`src/rtl/wb_stage.sv`:
```
// ---------------------------------------------------------------------------
// wb_stage -- RISC-V writeback stage.
//
// Drives the register-file write port from the MEM-stage result. Loads park
// the stage in LOAD_WAIT until the data memory answers; the returned word is
// then aligned and sign/zero-extended according to the captured funct3 and
// address lane.
//
// Optional feature macro: WB_LOAD_TIMEOUT_EN
//   defined   -> a load with no response after LOAD_TIMEOUT wait cycles is
//                aborted: no register write, one-cycle load_timeout pulse.
//   undefined -> LOAD_WAIT waits forever, load_timeout is tied low and the
//                wait counter does not exist.
//
// Parameters
//   LOAD_TIMEOUT   wait cycles before a load is aborted (2..255)
//
// Ports
//   clk, rst_n        clock, asynchronous active-low reset
//   mem_valid         MEM stage presents an instruction
//   mem_Rd            destination register
//   mem_RegWrite      instruction writes mem_Rd
//   mem_MemtoReg      1 = load
//   mem_ALU_result    ALU result, or load address for loads
//   mem_funct3        load size/sign (LB/LH/LW/LBU/LHU)
//   dmem_rvalid       load data valid
//   dmem_rdata        raw little-endian data word
//   Rd, RegWrite,     register-file write port; RegWrite is a one-cycle
//   Wr_data           pulse, Rd/Wr_data hold when no write happens
//   wb_stall          upstream must hold its instruction
//   load_timeout      one-cycle pulse when a load is aborted
//
// Handshakes:
//   MEM -> WB : an instruction is taken on any posedge with mem_valid=1 and
//               wb_stall=0. While wb_stall=1 the stage ignores mem_valid and
//               upstream keeps presenting the same instruction.
//   DMEM -> WB: dmem_rvalid is a valid-only pulse (no ready). It is looked at
//               only in LOAD_WAIT, and each sampled pulse retires one load.
// ---------------------------------------------------------------------------
module wb_stage #(
  parameter int unsigned LOAD_TIMEOUT = 16
) (
  input  logic        clk,
  input  logic        rst_n,
  input  logic        mem_valid,
  input  logic [4:0]  mem_Rd,
  input  logic        mem_RegWrite,
  input  logic        mem_MemtoReg,
  input  logic [31:0] mem_ALU_result,
  input  logic [2:0]  mem_funct3,
  input  logic        dmem_rvalid,
  input  logic [31:0] dmem_rdata,
  output logic [4:0]  Rd,
  output logic        RegWrite,
  output logic [31:0] Wr_data,
  output logic        wb_stall,
  output logic        load_timeout
);

  if (LOAD_TIMEOUT < 2 || LOAD_TIMEOUT > 255) begin : g_param_check
    $error("wb_stage: LOAD_TIMEOUT must be in 2..255");
  end

  typedef enum logic {
    ST_IDLE      = 1'b0,
    ST_LOAD_WAIT = 1'b1
  } wb_state_e;

  wb_state_e   state_q;
  logic [4:0]  cap_rd_q;
  logic        cap_rw_q;
  logic [2:0]  cap_f3_q;
  logic [1:0]  cap_addr_q;

`ifdef WB_LOAD_TIMEOUT_EN
  localparam logic [7:0] TIMEOUT_LAST = 8'(LOAD_TIMEOUT - 1);
  logic [7:0] wait_cnt_q;
`endif

  // Load data formatting from the captured funct3 / address lane.
  logic [7:0]  byte_sel;
  logic [15:0] half_sel;
  logic [31:0] load_data_d;

  always_comb begin
    byte_sel = dmem_rdata[7:0];
    case (cap_addr_q)
      2'b00:   byte_sel = dmem_rdata[7:0];
      2'b01:   byte_sel = dmem_rdata[15:8];
      2'b10:   byte_sel = dmem_rdata[23:16];
      default: byte_sel = dmem_rdata[31:24];
    endcase
    // addr[0] plays no part in halfword selection.
    half_sel = cap_addr_q[1] ? dmem_rdata[31:16] : dmem_rdata[15:0];
    case (cap_f3_q)
      3'b000:  load_data_d = {{24{byte_sel[7]}}, byte_sel};
      3'b100:  load_data_d = {24'd0, byte_sel};
      3'b001:  load_data_d = {{16{half_sel[15]}}, half_sel};
      3'b101:  load_data_d = {16'd0, half_sel};
      default: load_data_d = dmem_rdata;  // LW and unused encodings
    endcase
  end

  always_ff @(posedge clk or negedge rst_n) begin
    if (!rst_n) begin
      state_q    <= ST_IDLE;
      cap_rd_q   <= 5'd0;
      cap_rw_q   <= 1'b0;
      cap_f3_q   <= 3'd0;
      cap_addr_q <= 2'd0;
      Rd         <= 5'd0;
      RegWrite   <= 1'b0;
      Wr_data    <= 32'd0;
      wb_stall   <= 1'b0;
`ifdef WB_LOAD_TIMEOUT_EN
      wait_cnt_q   <= 8'd0;
      load_timeout <= 1'b0;
`endif
    end else begin
      RegWrite <= 1'b0;
`ifdef WB_LOAD_TIMEOUT_EN
      load_timeout <= 1'b0;
`endif
      case (state_q)
        ST_IDLE: begin
          if (mem_valid) begin
            if (mem_MemtoReg) begin
              cap_rd_q   <= mem_Rd;
              cap_rw_q   <= mem_RegWrite;
              cap_f3_q   <= mem_funct3;
              cap_addr_q <= mem_ALU_result[1:0];
              state_q    <= ST_LOAD_WAIT;
              wb_stall   <= 1'b1;
`ifdef WB_LOAD_TIMEOUT_EN
              wait_cnt_q <= 8'd0;
`endif
            end else if (mem_RegWrite && (mem_Rd != 5'd0)) begin
              // Port values only move on a real write; otherwise they hold.
              Rd       <= mem_Rd;
              Wr_data  <= mem_ALU_result;
              RegWrite <= 1'b1;
            end
          end
        end
        ST_LOAD_WAIT: begin
          if (dmem_rvalid) begin
            state_q  <= ST_IDLE;
            wb_stall <= 1'b0;
            if (cap_rw_q && (cap_rd_q != 5'd0)) begin
              Rd       <= cap_rd_q;
              Wr_data  <= load_data_d;
              RegWrite <= 1'b1;
            end
`ifdef WB_LOAD_TIMEOUT_EN
          end else if (wait_cnt_q == TIMEOUT_LAST) begin
            state_q      <= ST_IDLE;
            wb_stall     <= 1'b0;
            load_timeout <= 1'b1;
          end else begin
            wait_cnt_q <= wait_cnt_q + 8'd1;
`endif
          end
        end
        default: begin
          state_q  <= ST_IDLE;
          wb_stall <= 1'b0;
        end
      endcase
    end
  end

`ifndef WB_LOAD_TIMEOUT_EN
  assign load_timeout = 1'b0;
`endif

endmodule

```
`config.mk`:
```
export PLATFORM = sky130hd
export DESIGN_NAME = wb_stage
export DESIGN_NICKNAME = d
export VERILOG_FILES = /design/src/rtl/wb_stage.sv
export SDC_FILE = /design/constraint.sdc
export NUM_CORES = 1
export LEC_CHECK = 0
export BUFFER_PORTS_ARGS = -buffer_cell sky130_fd_sc_hd__buf_2
export CAP_MARGIN = 20
export CORE_MARGIN = 1
export CORE_UTILIZATION = 49
export DETAILED_ROUTE_END_ITERATION = 10
export GPL_ROUTABILITY_DRIVEN = 0
export HOLD_SLACK_MARGIN = 0.12
export PLACE_DENSITY_LB_ADDON = 0.1
export SYNTH_ARGS = -nofsm -noshare
export SYNTH_HDL_FRONTEND = slang
export SYNTH_SLANG_ARGS = --single-unit
```
`constraint.sdc`:
```
create_clock -name clk -period 2.6 [get_ports clk]
set_clock_uncertainty 0.05 [all_clocks]
set_input_delay 0.52 -clock clk [delete_from_list [all_inputs] [get_ports clk]]
set_output_delay 0.52 -clock clk [all_outputs]
set_load 0.1 [all_outputs]
```
==> impl_results.md <==
- Outcome: finished, final reports clean
- Final ANT Viol Nets: 0
- Avg WL per Cell: 16.7 µm
- WHS Endpoint: state_q
- Die H: 79.6 µm
- Antenna violations before repair: 0
- DP HPWL: 5.87 mm
- Most common cell after layout, fill and taps aside: buf_2
- Via density: about 5.6
- Place WS: between 0.4 and 0.5 ns
- Cell count after synthesis: approximately 290
- Total core area: about 5600 µm²
- Worst Path Required: about 2.8 ns
- CTS tree: done
- Min-Delay Startpoint: dmem_rvalid
- Worst Max-Slew Pin Slew: between 0.6 and 0.7 ns
- Tmin final: 2.11 ns
- Overflow after GRT: 0
- Non-Filler Instances: between 400 and 500
- Worst R2R End: cap_addr_q[0]
- Leak: between 1.5 and 2 nW
- IO buf count: 116
- Vias in the first global route: 2,469
- Yosys reg bits: 51
- Aggregate negative setup slack: 0 ns
- Slew Limit Fails: 0
- Met1 Track Usage GR: 0.360
- Die width: slightly below 80 µm
- CTS clk-pin slew, worst paths: 0.09 ns
- Area Overhead vs Synth: 26.1%
- Layout cell share with drive strength beyond 1: 0.437
- Largest net degree at the start of global routing: 24
- Max Freq: 0.473 GHz
- Setup Crit Path Kind: flop to flop
- CP arrival: 2.26 ns
- Most frequent cells in the layout: 116 x buf_2, 51 x dfrtp_1, 27 x mux2_2, 25 x o21ai_0
- FF-to-FF path depth: 5
- Fin crit share: 0.813
- Normalized max-slew margin: 0.598
- Startpoint Class: flop
- I/O pin total: 118
- Placed Area: 3590 µm²
- Via count: roughly 2,600
- Starting Density: 0.523
- Worst Hold Path Cells: 2
- Hold slack: roughly 0.37 ns
- Root Driver: clkbuf_8
- Clk_lat worst skew: between 0.3 and 0.4 ns
- Setup crit end kind: flop
- DR iter-0 viols: 189
- H-Tree Level Count: 2
- CTS Buf Count: 5
- Fin area: 3720 µm²
- Cell count after placement: 459
- Rows: 27
- TritonRoute pass-1 iters: 4
- Layout Utilization: 0.659
- Synth area leader: dfrtp_1
- First-pass GRT wire length: 12.3 mm
- Top post-synthesis cells by area: dfrtp_1 43%, mux2_2 10%, mux2_4 4.6%
- Met2 Usage GRT: 0.397
- Routed WL: between 7 and 8 mm
- Synth top area share: 0.433
- Tot GR Track Use: 0.258
- RSZ-0062 raised after global routing: false
- Max-Cap Viols: 0
- Final Power: 4.81 mW
- Layout net count: approximately 470
- Clk sinks: 51
- Synthesized Nets: around 360
- Most Crowded Layer GR: met2
- Diode count: 0
- Pwr dens: 1290 nW/µm²
- Post-Synthesis Cell Area: 2950 µm²
- Flop-to-flop setup slack: 0.49 ns
- Die area: 6330 µm²
- Worst flop-to-flop path startpoint: state_q
- Final worst slack: ~0.5 ns
- Max rail drop VDD: 0.749 mV
- Fin. Hold Viols: 0
- Seq/Total Area, Yosys: 0.433
- Endpoints failing setup: 0
- Ys Warns: 0
- Hold Path Class: input port to flop
- Met3 Usage GRT: 0.0526
- Yosys cell types: 38
- Residual DRC: 0
- CP max FO: 23
- Bufs on Longest Clock Path: 2
- Syn Area/Cell: around 10 µm²
[flip-flops by register name, indices dropped and copies added, names as in the netlist]
| name | cells |
|---|---|
| cap_f3_q | 3 |
| state_q | 1 |
| cap_rw_q | 1 |
| cap_rd_q | 5 |
| wb_stall | 1 |
| Rd | 5 |
| RegWrite | 1 |
| cap_addr_q | 2 |
| Wr_data | 32 |
[final cells by class]
cell class | count | area, µm²
Timing Repair Buffer | 128 | 673
Multi-Input combinational cell | 191 | 1490
Clock buffer | 6 | 82.6
Fill cell | 473 | 1920
Tap cell | 72 | 90.1
Inverter | 18 | 70.1
Sequential cell | 51 | 1280
Clock inverter | 2 | 35.0
[logic make-up after synthesis]
| group | share of synthesized area |
|---|---|
| multiplexers | 0.193 |
| flip-flops | 0.433 |
| other | 0.00127 |
| AO/OA/AOI/OAI | 0.202 |
| AND/OR/NAND/NOR | 0.109 |
| buffers and inverters | 0.0615 |
[where the power goes]
part | internal (mW) | switching (mW) | leakage (nW)
clock | 0.312 | 0.262 | 0.0612
combinational | 0.620 | 2.34 | 1.19
sequential | 1.08 | 0.197 | 0.621
[worst max-delay path: stages (launching register included)]
cell,delay (ns)
dfrtp_1,0.41
buf_4,0.22
inv_1,0.15
buf_4,0.25
nand3_1,0.46
mux2_2,0.45
[per-layer routing]
| metal | routed length [µm] | vias to the layer above | share of wire |
|---|---|---|---|
| met5 | 0 | - | 0 |
| met4 | 76 | 0 | 0.0097 |
| met3 | 655 | 6 | 0.084 |
| met2 | 3570 | 110 | 0.46 |
| met1 | 3520 | 1230 | 0.45 |
| li1 | - | 1267 | - |
[Yosys cell counts (all sizes together)]
cell / instances
a211o: 7
a21oi: 7
a221o: 1
a221oi: 10
a22o: 6
a22oi: 17
and2: 7
buf: 6
clkbuf: 19
conb: 1
dfrtp: 51
inv: 18
mux2: 36
mux2i: 13
nand2: 11
nand2b: 3
nand3: 7
nand3b: 2
nand4: 1
nor2: 7
nor2b: 5
nor3: 1
nor3b: 9
nor4bb: 1
o2111ai: 2
o21a: 1
o21ai: 26
o221ai: 5
o31a: 2
or3: 1
or4: 2
[how the worst max path moves through the flow]
stage | slack, ns | cells after the start | endpoint | startpoint
finish | 0.49 | 5 | cap_addr_q[0] | state_q
global route | 0.31 | 5 | cap_addr_q[0] | state_q
global placement | 0.45 | 6 | Wr_data[18] | mem_Rd[3]
CTS | 0.44 | 5 | cap_addr_q[0] | state_q
detailed placement | 0.43 | 6 | Wr_data[31] | mem_Rd[3]
floorplan | 0.45 | 7 | Wr_data[16] | mem_Rd[3]
[timing repair]
action | CTS | global route
buffers inserted | 0 | 0
endpoints found under the hold margin | 18 | 0
resized for setup | 0 | 0
hold buffers | 1 | 0
No activity file was read; power rests on OpenSTA's default activity.
